--- config.mk ---
export PLATFORM = sky130hd
export DESIGN_NAME = counter_ctrl
export DESIGN_NICKNAME = d
export VERILOG_FILES = /design/src/rtl/counter_ctrl.sv
export SDC_FILE = /design/constraint.sdc
export NUM_CORES = 1
export LEC_CHECK = 0
export BUFFER_PORTS_ARGS = -buffer_cell sky130_fd_sc_hd__buf_4
export CORE_ASPECT_RATIO = 1.2
export CORE_UTILIZATION = 33
export DETAILED_ROUTE_END_ITERATION = 10
export HOLD_SLACK_MARGIN = 0.03
export MAX_ROUTING_LAYER = met4
export SETUP_SLACK_MARGIN = 0.15
export SLEW_MARGIN = 20
export SYNTH_ARGS = -nofsm -noshare
export SYNTH_HDL_FRONTEND = slang
export SYNTH_SLANG_ARGS = --single-unit
--- constraint.sdc ---
create_clock -name i_clk -period 2.5 [get_ports i_clk]
set_input_delay 0.125 -clock i_clk [delete_from_list [all_inputs] [get_ports i_clk]]
set_output_delay 0.125 -clock i_clk [all_outputs]
set_load 0.02 [all_outputs]
--- src/rtl/counter_ctrl.sv ---
// Run/pause/clear controller producing the 4-bit digit for the 7-segment decoder.
// Optional start-button synchroniser and debouncer enabled by COUNTER_DEBOUNCE_EN.
module counter_ctrl #(
  parameter int DIV_MAX = 5_000_000,
  parameter int PRESC_W = 23,
  parameter int DB_CYC  = 16
) (
  input  logic       i_clk,
  input  logic       i_rst_n,
  input  logic       i_start,
  input  logic       i_clear,
  input  logic       i_dir,
  input  logic       i_dec,
  output logic [3:0] o_num,
  output logic       o_carry,
  output logic       o_run
);

  typedef enum logic [1:0] {IDLE, RUN, PAUSE} state_t;

  localparam logic [PRESC_W-1:0] PRESC_LAST = PRESC_W'(DIV_MAX - 1);

  state_t             state;
  logic [PRESC_W-1:0] presc;
  logic               start_lvl;
  logic               st_q;
  logic               start_edge;
  logic               tick;

`ifdef COUNTER_DEBOUNCE_EN
  localparam int DB_W = $clog2(DB_CYC + 1);
  localparam logic [DB_W-1:0] DB_LAST = DB_W'(DB_CYC - 1);

  logic            sync1;
  logic            sync2;
  logic            clean;
  logic [DB_W-1:0] db_cnt;

  // The clean level follows sync2 only after DB_CYC consecutive differing samples.
  always_ff @(posedge i_clk or negedge i_rst_n) begin
    if (!i_rst_n) begin
      sync1  <= 1'b0;
      sync2  <= 1'b0;
      clean  <= 1'b0;
      db_cnt <= '0;
    end else begin
      sync1 <= i_start;
      sync2 <= sync1;
      if (sync2 == clean) begin
        db_cnt <= '0;
      end else if (db_cnt == DB_LAST) begin
        clean  <= sync2;
        db_cnt <= '0;
      end else begin
        db_cnt <= db_cnt + 1'b1;
      end
    end
  end

  assign start_lvl = clean;
`else
  assign start_lvl = i_start;
`endif

  assign start_edge = start_lvl & ~st_q;
  assign tick       = (state == RUN) && (presc == PRESC_LAST);

  // Returns {carry, next digit}. An out-of-range decimal digit snaps to 0 going up, 9 going down.
  function automatic logic [4:0] step_num(input logic [3:0] num, input logic dir, input logic dec);
    logic [3:0] top;
    top = dec ? 4'd9 : 4'd15;
    if (!dir) begin
      if (num >= top) step_num = 5'b1_0000;
      else            step_num = {1'b0, num + 4'd1};
    end else begin
      if (num == 4'd0)     step_num = {1'b1, top};
      else if (num > top)  step_num = {1'b0, 4'd9};
      else                 step_num = {1'b0, num - 4'd1};
    end
  endfunction

  always_ff @(posedge i_clk or negedge i_rst_n) begin
    if (!i_rst_n) begin
      state   <= IDLE;
      presc   <= '0;
      st_q    <= 1'b0;
      o_num   <= 4'd0;
      o_carry <= 1'b0;
      o_run   <= 1'b0;
    end else begin
      st_q    <= start_lvl;
      o_carry <= 1'b0;
      if (i_clear) begin
        state <= IDLE;
        presc <= '0;
        o_num <= 4'd0;
        o_run <= 1'b0;
      end else begin
        case (state)
          IDLE: begin
            presc <= '0;
            if (start_edge) begin
              state <= RUN;
              o_run <= 1'b1;
            end
          end
          RUN: begin
            presc <= tick ? '0 : presc + 1'b1;
            if (tick) {o_carry, o_num} <= step_num(o_num, i_dir, i_dec);
            if (start_edge) begin
              state <= PAUSE;
              o_run <= 1'b0;
            end
          end
          PAUSE: begin
            if (start_edge) begin
              state <= RUN;
              o_run <= 1'b1;
            end
          end
          default: begin
            state <= IDLE;
            o_run <= 1'b0;
          end
        endcase
      end
    end
  end

endmodule

# --- Word level (Yosys, flattened, before mapping) ---
# Cells that the tools add are included.
word_totals:
  ff_bits: 32
  inputBits: 6
classes:
  n_bitwise: 2
  reduce_logical: 9
  mux: 22
  order_cmp: 2
  n_eq_ne: 5
  addsub: 3
op_table:
  columns: ["operator", "n"]
  rows:
  - ["two-way mux 23 bit", 2]
  - ["case mux 23 bit (2 select lines)", 1]
  - ["adder 23 x 1 -> 23 bit, second input constant", 1]
  - ["== test 23 bit, second input constant", 1]
  - ["two-way mux 4 bit", 4]
  - ["two-way mux 5 bit", 3]
  - ["two-way mux 1 bit", 6]
  - ["two-way mux 2 bit", 3]
  - ["adder 4 x 1 -> 4 bit, second input constant", 1]
  - [">= comparator 4 bit", 1]
  - ["greater-than comparator 4 bit", 1]
  - ["logical NOT 4 bit", 1]
  - ["case mux 2 bit (2 select lines)", 1]
  - ["AND reduction 2 bit", 2]
  - ["nonzero test 2 bit", 2]
  - ["subtractor 4 x 1 -> 4 bit, second input constant", 1]
  - ["two-way mux 3 bit", 1]
  - ["!= test 3 x 1 -> 1 bit, second input constant", 1]
  - ["!= test 3 bit, second input constant", 1]
  - ["nonzero test 3 bit", 1]
  - ["== test 2 x 1 -> 1 bit, second input constant", 1]
  - ["== test 2 bit, second input constant", 1]
  - ["logical NOT 2 bit", 1]
  - ["case mux 1 bit (2 select lines)", 1]
  - ["other kinds (4)", 4]

# --- Depth between registers and ports, before layout ---
# Gate-level depths: netlist of run 1.
depth:
  ltp_word: 8
  depth_mapped: 7
  ltp_nobuf: 7

# --- Least setup slack after synthesis of run 1 ---
# Ideal clock, no wire load.
synth_timing:
  path_type: "reg2reg"
  startpoint: "reg presc[16]"
  endpoint: "reg presc[12]"
  path_slack_ns: 0.539
  stages_incl_launch_ff: 7
  arrival_ns: 1.843
  t_required_ns: 2.382
  setup_time_ns: 0.118
  cell_sequence: "dfrtp_1 or4_4 or3_4 o21ai_4 buf_6 o21ai_1 a21o_1"
synth_via:
  elab_chain_len: 5
synth_rtl:
  columns: ["item", "line", "text"]
  rows:
  - ["start, declared", "24", "logic [PRESC_W-1:0] presc;"]
  - ["start signal, assigned", "108", "presc <= tick ? '0 : presc + 1'b1;"]
  - ["== test 23 bit", "66", "assign tick = (state == RUN) && (presc == PRESC_LAST);"]
  - ["logical AND 1 bit", "66", null]
  - ["two-way mux 23 bit", "108", null]
  - ["case mux 23 bit (2 select lines)", "99", "case (state)"]
  - ["two-way mux 23 bit", "93", "if (i_clear) begin"]
# No other way between the ends.
# A chain may end at the register's enable or synchronous reset.

# --- Final worst setup path of run 1 ---
layout_timing:
  startpoint: "reg presc[16]"
  endpoint: "reg presc[7]"
# The elaborated chain is that of the path after synthesis.

==> results list, run 1 <==
- The flow ran to the end, and the final reports show no timing, DRC or antenna violations.
- Number of cells produced by synthesis: 227
- Clock sinks: 31
- Mapped cell area: 1970 sq um
* Worst path top cell family by delay: simple AND/OR/NAND/NOR gates
- Aggregate negative setup slack: 0 ns
- TritonCTS created 5 clock buffers.
* Maximum fanout encountered on the critical timing path: 19
- The floorplan step set the die width to 72.5 um.
- In this run the static leakage power is 0.903 nW.
- Placed wire-length estimate after detailed placement: 3290 um
- Register clock-pin slew on the reported worst setup and hold paths: 0.07 ns
- The worst pin sits at a relative slew slack of 0.522.
* Kind of end point of the critical path: flop
- In the final layout, the share of cells above drive strength 1 is 0.129.
- The worst path needs 2.23 ns of the cycle, external delays included.
* Kind of start point of the critical path: flop
* Top post-synthesis cells by count: sky130_fd_sc_hd__dfrtp_1, sky130_fd_sc_hd__o21ai_1, sky130_fd_sc_hd__nand2_1, sky130_fd_sc_hd__nor3_1, sky130_fd_sc_hd__nor2_1
* Source of the worst register-to-register timing path: presc[16]
* DRT Pass-1 Iters: 4
- During synthesis, Yosys emitted a total of 0 warnings.
* Startpoint of the tightest hold check path: i_clear
- The die covers 6270 sq um.
* I/O Buffers: 11
* Row count: 30
- Number of vias after detailed routing: 1758
- RSZ-0062 raised after global routing: no
* Total of flip-flops plus latches after synthesis: 31
- Together, buffers and inverters on the worst path number 0.
* Net total in the final layout: 253
- Setup violations remaining at the end of the flow were counted as 0.
- The largest individual stage delay along the critical path comes from the cell sky130_fd_sc_hd__or4_4.
* H-Tree Depth: 2
- Number of hold-slack violations in the final timing report: 0
* Count of instances resized after the clock tree is built: 0
- Worst VDD drop: 0.175 mV
- Crit path largest cell delay: 0.54 ns
- Detailed-route vias per instance: 5.48
- Violation count after the first detailed-route iteration: 50
- The endpoint identified for the worst register-to-register timing path is presc[7].
- By startpoint and endpoint, the worst setup path is classified as flop to flop.
- Once detail routing completed, the nets flagged for antenna violations numbered 0.
- Counting flops with an async set or reset pin after synthesis yields a share of 1.00.
* DRC violation count after routing: 0
* Final GP Congestion: 0.879
- Fin crit share: 0.893
- The synthesized netlist contains 49 unique library cells.
- In this run the clock root is driven by a sky130_fd_sc_hd__clkbuf_8.
- Maximum clock skew at final layout: 0.00615 ns
- The min-delay analysis places its worst path in the category primary input to flop.
- From bottom edge to top edge, the die measures 86.6 um.
- Timing would allow up to 448 MHz.
- The number of pins exceeding their max-slew limit in the final report came to 0.
- Slack of the worst reg-to-reg path: 0.27 ns
- Once layout is complete, the utilization of the core stands at 0.391.
- First-pass GRT wire length: 8150 um
- Number of fillers in the final layout: 596
* Transition at the pin with the smallest max-transition slack: 0.714 ns
* Dominant synthesized flop cell: sky130_fd_sc_hd__dfrtp_1
- Initial antenna violation count: 0
- The longest clock path from root to sink contains 2 buffers.
- Data arrives at the worst endpoint at 2.41 ns.
* CTS tree: yes
- Max-cap violations in this run came to 0.
- Global-route total usage across every layer: 0.172
- Net count of the mapped netlist: 239
* Most frequent cell after synthesis: sky130_fd_sc_hd__dfrtp_1
- For this design the top-level I/O count stands at 12.
- Synthesis-to-layout area growth: 13.4%
- The path with the worst hold slack has its endpoint at o_num[2].
- Of all cell types, the one taking the most synthesized area is sky130_fd_sc_hd__dfrtp_1.
- The number of global-route vias before repair is 1778.
- Worst-Skew Late Latency: 0.29 ns
- Global route total overflow: 0
* Initial standard-cell utilization of the core: 0.345
- Entering global routing, the biggest net connects 32 pins.
- Fin Hold WS: 0.0738 ns
* Share of Yosys cell area claimed by the top area cell type: 0.394
- Power spread over the standard cell area amounts to 437 nW/um^2.
* Number of cells on the worst hold path: 2
- The number of antenna diodes in the final layout is 0.
- For the worst flop-to-flop path, the logic depth is 5.
* Ordered list of cells on the worst path: or4_4, or3_4, o21ai_4, o21ai_1, a21o_1
* Leading cell types by total area after synthesis: sky130_fd_sc_hd__dfrtp_1, sky130_fd_sc_hd__o21ai_1, sky130_fd_sc_hd__ha_1
- The core region is 5710 sq um.
- Data on the critical path is required at its endpoint by 2.68 ns.
- Routed length per placed instance: 14.1 um
- The routed design has 4530 um of wire.
- In this run, synthesis inferred 0 flip-flops with an integrated enable.
- Mean instance size in the synthesized netlist: 8.66 sq um
- The share of the Yosys chip area taken by registers is 0.394.
-- stage by stage --
step / area (sq um) / setup WS (ns) / cells / power [mW]
2_1_floorplan: 1970 / 0.539 / 227 / 0.556
3_3_place_gp: 2120 / 0.297 / 312 / 0.582
3_5_place_dp: 2120 / 0.278 / 312 / 0.583
4_1_cts: 2230 / 0.260 / 321 / 0.991
5_1_grt: 2230 / 0.162 / 321 / 1.02
6_report: 2230 / 0.267 / 321 / 0.975
-- cells in the final DEF (no fill, tap or decap), types with 2 or more instances in the layout --
cell type / netlist / routed
sky130_fd_sc_hd__o21ai_1: 20 / 20
sky130_fd_sc_hd__a21o_1: 6 / 6
sky130_fd_sc_hd__o21a_1: 3 / 3
sky130_fd_sc_hd__and3_1: 3 / 3
sky130_fd_sc_hd__o21bai_1: 2 / 2
sky130_fd_sc_hd__dlygate4sd3_1: 0 / 2
sky130_fd_sc_hd__o31ai_1: 2 / 2
sky130_fd_sc_hd__nand4_1: 6 / 6
sky130_fd_sc_hd__inv_1: 8 / 8
sky130_fd_sc_hd__buf_4: 0 / 14
sky130_fd_sc_hd__clkbuf_8: 0 / 6
sky130_fd_sc_hd__nand2_1: 16 / 16
sky130_fd_sc_hd__a22oi_1: 5 / 5
sky130_fd_sc_hd__nor4_1: 5 / 5
sky130_fd_sc_hd__or3_1: 7 / 7
sky130_fd_sc_hd__and4_1: 2 / 2
sky130_fd_sc_hd__and2_1: 2 / 2
sky130_fd_sc_hd__nor3_1: 15 / 15
sky130_fd_sc_hd__ha_1: 6 / 6
sky130_fd_sc_hd__nor2_1: 14 / 14
sky130_fd_sc_hd__xnor2_1: 2 / 2
sky130_fd_sc_hd__a211oi_1: 2 / 2
sky130_fd_sc_hd__a21oi_1: 11 / 11
sky130_fd_sc_hd__a31oi_1: 2 / 2
sky130_fd_sc_hd__nor3b_1: 2 / 2
sky130_fd_sc_hd__nor3_2: 2 / 2
sky130_fd_sc_hd__nand2b_1: 5 / 5
sky130_fd_sc_hd__nor4bb_1: 2 / 2
sky130_fd_sc_hd__o21ai_0: 6 / 6
sky130_fd_sc_hd__nand3_1: 11 / 11
sky130_fd_sc_hd__nor2b_1: 3 / 2
sky130_fd_sc_hd__dfrtp_1: 31 / 31
-- sequential cells by signal (all words and copies together) (netlist names) --
signal,count
presc,23
o_num,4
o_carry,1
state,2
st_q,1
-- cell type report --
type                    instances  area [sq um]  area share
flip-flops and latches         31           776       0.348
inverters                       9          33.8      0.0151
multi-input cells             178          1110       0.497
clock inverters                 1          5.00     0.00224
clock buffers                   6          82.6      0.0370
repair buffers                 16           125      0.0561
well taps                      80           100      0.0449
-- worst max-delay path by stage --
stage          slack, ns        end  cells past startpoint       from
6_report            0.27   presc[7]                      5  presc[16]
5_1_grt             0.16   presc[7]                      5  presc[16]
4_1_cts             0.26   presc[7]                      5  presc[16]
3_5_place_dp        0.28   presc[7]                      5  presc[16]
3_3_place_gp        0.30  presc[14]                      5  presc[16]
2_1_floorplan       0.54  presc[12]                      6  presc[16]
-- timing repair --
item / 4_1_cts / 5_1_grt
hold buffers: 2 / 0
hold endpoints to repair: 32 / 0
setup buffers: 0 / 0
-- power breakdown --
| group | internal (mW) | switching [mW] | total [mW] |
|---|---|---|---|
| clock network | 0.216 | 0.185 | 0.400 |
| logic | 0.0247 | 0.0426 | 0.0672 |
| registers | 0.505 | 0.00285 | 0.508 |
-- layer usage --
layer | GRT usage | part of all wire | vias up
met2 | 0.285 | 0.50 | 26
li1 | - | - | 869
met1 | 0.200 | 0.46 | 855
met4 | 0.0731 | 0.016 | 0
met5 | - | 0 | -
met3 | 0.0349 | 0.024 | 8
-- cell families after synthesis --
kind of cell / after synthesis / synth area share
buf+inv: 18 / 0.0433
mux: 2 / 0.0108
fa+ha+maj: 6 / 0.0382
flops: 31 / 0.394
compound gates: 67 / 0.216
simple gates: 101 / 0.289
xor+xnor: 2 / 0.00891
No activity file was read; power rests on OpenSTA's default activity.
==> run 2, diff against run 1 <==
clock period = 2.85 ns   (was 2.5 ns; I/O delays follow)
==> results list, run 2 (same netlist as run 1, synthesis figures left out) <==
* Run status: completed
- Fin crit share: 0.810 (-0.0834)
- Worst VDD drop: 0.148 mV (-15%)
- The port buffer count came to 11 (unchanged).
- The number of cells on the worst reg-to-reg path was 5 (unchanged).
* Final setup violation count: 0 (unchanged)
* DRC violation count after routing: 0 (unchanged)
- Worst hold path class: primary input to flop
* Total length of routed wires: 4430 um (-2.3%)
- Die span in y: 86.6 um (unchanged)
* Number of vias after detailed routing: 1726 (-1.8%)
- Area of the core region: 5710 sq um (unchanged)
- Worst flop-to-flop path endpoint: presc[12]
* Deepest clock path buffer count: 2 (unchanged)
- In this run the most critical hold path is launched from i_clear.
* Row count: 30 (unchanged)
* Area of the die: 6270 sq um (unchanged)
- The iteration count of the initial detailed-routing pass is 4 (unchanged).
* H-Tree Depth: 2 (unchanged)
- The final number of hold-violating endpoints was 0 (unchanged).
- The startpoint identified for the worst register-to-register timing path is presc[16].
* Tmin final: 2.31 ns (+0.0749 ns)
- The vias per cell is 5.38 (-1.8%).
- Clock tree synthesis selected as its root buffer the cell sky130_fd_sc_hd__clkbuf_8.
* Pin count of the biggest net entering global routing: 32 (unchanged)
- The post-detailed-placement half-perimeter wirelength came to 3160 um (-4.1%).
* I/O pin count: 12 (unchanged)
- CTS tree: yes
- Relative to the synthesized area, the layout overhead comes to 12.7%.
- The finished layout cell area came to 2220 sq um (-0.62%).
- The number of pins exceeding their max-slew limit in the final report is 0 (unchanged).
* Initial antenna violation count: 0 (unchanged)
- The final-stage net count came to 252 (-0.40%).
* Maximum fanout encountered on the critical timing path: 21 (+2)
- The insertion delay of the later-clocked pin in the worst-skew pair came to 0.29 ns (about the same).
* Critical Path RT: 3.03 ns (+0.35 ns)
- Global route total overflow: 0 (unchanged)
* Hold Path Sink: state[0]
* Register with the most flip-flops: presc
* Number of buffers created by CTS: 5 (unchanged)
- The library cells used most frequently in the layout, excluding fill and tap cells, are sky130_fd_sc_hd__dfrtp_1, sky130_fd_sc_hd__o21ai_1, sky130_fd_sc_hd__nand2_1.
* Slack of the worst reg-to-reg path: 0.54 ns (+0.28 ns)
* Diode count: 0 (unchanged)
- The first-pass GRT wire length was 7760 um (-4.8%).
- The cell area after placement came to 2110 sq um (-0.47%).
- The DRC marker count from the first detailed-route iteration was 55 (+10%).
- The remaining antenna violation count came to 0 (unchanged).
* Maximum clock skew at final layout: 0.00474 ns (-0.00141 ns)
* Routed length per placed instance: 13.8 um (-2.3%)
* Kind of start point of the critical path: flop
- The static leakage came to 0.899 nW (-0.39%).
* Number of cells on the worst hold path: 2 (unchanged)
- The share of layout cells above drive strength 1 came to 0.124 (-0.00415).
* Share of the core filled with cells in the final layout: 0.389 (-0.00241)
* Max Clk Rate: 433 MHz (-3.2%)
* Clock sinks: 31 (unchanged)
- Via count of the first global-routing pass: 1599 (-10%)
- Number of flip-flops in the largest register: 23 (unchanged)
* Die span in x: 72.5 um (unchanged)
- Power consumption: 0.841 mW (-14%)
- Kind of end point of the critical path: flop
- RSZ-0062 raised after global routing: no
- Global-route total usage across every layer: 0.165 (-0.00690)
- The number of maximum-capacitance constraint violations came to 0 (unchanged).
- The starting density of the core came to 0.345 (unchanged).
* Relative slew slack: 0.597 (+0.0750)
- Register clock-pin slew on the reported worst setup and hold paths: 0.07 ns (about the same)
* Worst Setup Path Type: flop to flop
- The arrival time reported for the critical path endpoint is 2.49 ns (+0.08 ns).
- Largest registers: presc (23), o_num (4), state (2)
* Aggregate negative setup slack: 0 ns (unchanged)
- The final worst hold slack came to 0.0843 ns (+0.0104 ns).
- The final estimated routing congestion in global placement was 0.822 (-6.4%).
- Pwr/cell area: 379 nW/um^2 (-13%)
- Count of instances resized after the clock tree is built: 0 (unchanged)
- Most frequent standard cell in the layout excluding fill and tap cells: sky130_fd_sc_hd__dfrtp_1
* Transition at the pin with the smallest max-transition slack: 0.603 ns (-0.111 ns)
==> run 2: cell count changes in the layout (fill, tap and decap cells not counted) <==
cell,previous run,this run
sky130_fd_sc_hd__buf_4,14,13
sky130_fd_sc_hd__nor2b_1,2,3
sky130_fd_sc_hd__clkinv_2,1,3
sky130_fd_sc_hd__clkbuf_8,6,5
sky130_fd_sc_hd__nor2b_2,1,0
==> run 2: how the worst max path moves through the flow <==
| stage | start | end | slack, ns | depth (start not counted) |
|---|---|---|---|---|
| global route | presc[16] | presc[7] | 0.45 | 5 |
| floorplan | presc[16] | presc[12] | 0.89 | 6 |
| CTS | presc[16] | presc[12] | 0.54 | 5 |
| global placement | presc[16] | presc[14] | 0.62 | 5 |
| finish | presc[16] | presc[12] | 0.54 | 5 |
| detailed placement | presc[16] | presc[12] | 0.57 | 5 |
==> run 2: area by class of cell <==
cell class / count / area (sq um)
clock inverter: 3 / 15.0
sequential: 31 / 776
multi-input combinational: 178 / 1110
clock buffer: 5 / 68.8
timing repair buffer: 15 / 118
inverter: 9 / 33.8
fill: 589 / 3490
tap: 80 / 100
==> run 2: report_power, final <==
group,total (mW),switching (mW),leakage (nW),internal (mW)
registers,0.445,0.00247,0.430,0.443
logic,0.0568,0.0366,0.422,0.0202
clock network,0.339,0.172,0.0477,0.167
==> run 2: per-stage QoR <==
stage / cells / setup slack [ns]
finish: 321 / 0.543
floorplan: 227 / 0.889
CTS: 321 / 0.543
global placement: 311 / 0.622
detailed placement: 311 / 0.570
global route: 321 / 0.449
==> run 2: timing repair <==
| item | in CTS | in global routing |
|---|---|---|
| hold buffers | 2 | 0 |
| endpoints found under the hold margin | 32 | 0 |
| buffers inserted | 0 | 0 |
==> run 2: critical path, cell delays in order, from the launching register on <==
cell and delay (ns):
sky130_fd_sc_hd__dfrtp_1 0.44, sky130_fd_sc_hd__or4_4 0.54, sky130_fd_sc_hd__or3_4 0.40, sky130_fd_sc_hd__o21ai_4 0.45, sky130_fd_sc_hd__o21ai_1 0.16, sky130_fd_sc_hd__a21o_1 0.20
==> run 2: metal layers <==
| metal | share of wire | vias up | GRT usage |
|---|---|---|---|
| met2 | 0.49 | 33 | 0.265 |
| li1 | - | 873 | - |
| met4 | 0.025 | 0 | 0.0713 |
| met1 | 0.46 | 810 | 0.199 |
| met5 | 0 | - | - |
| met3 | 0.033 | 10 | 0.0349 |
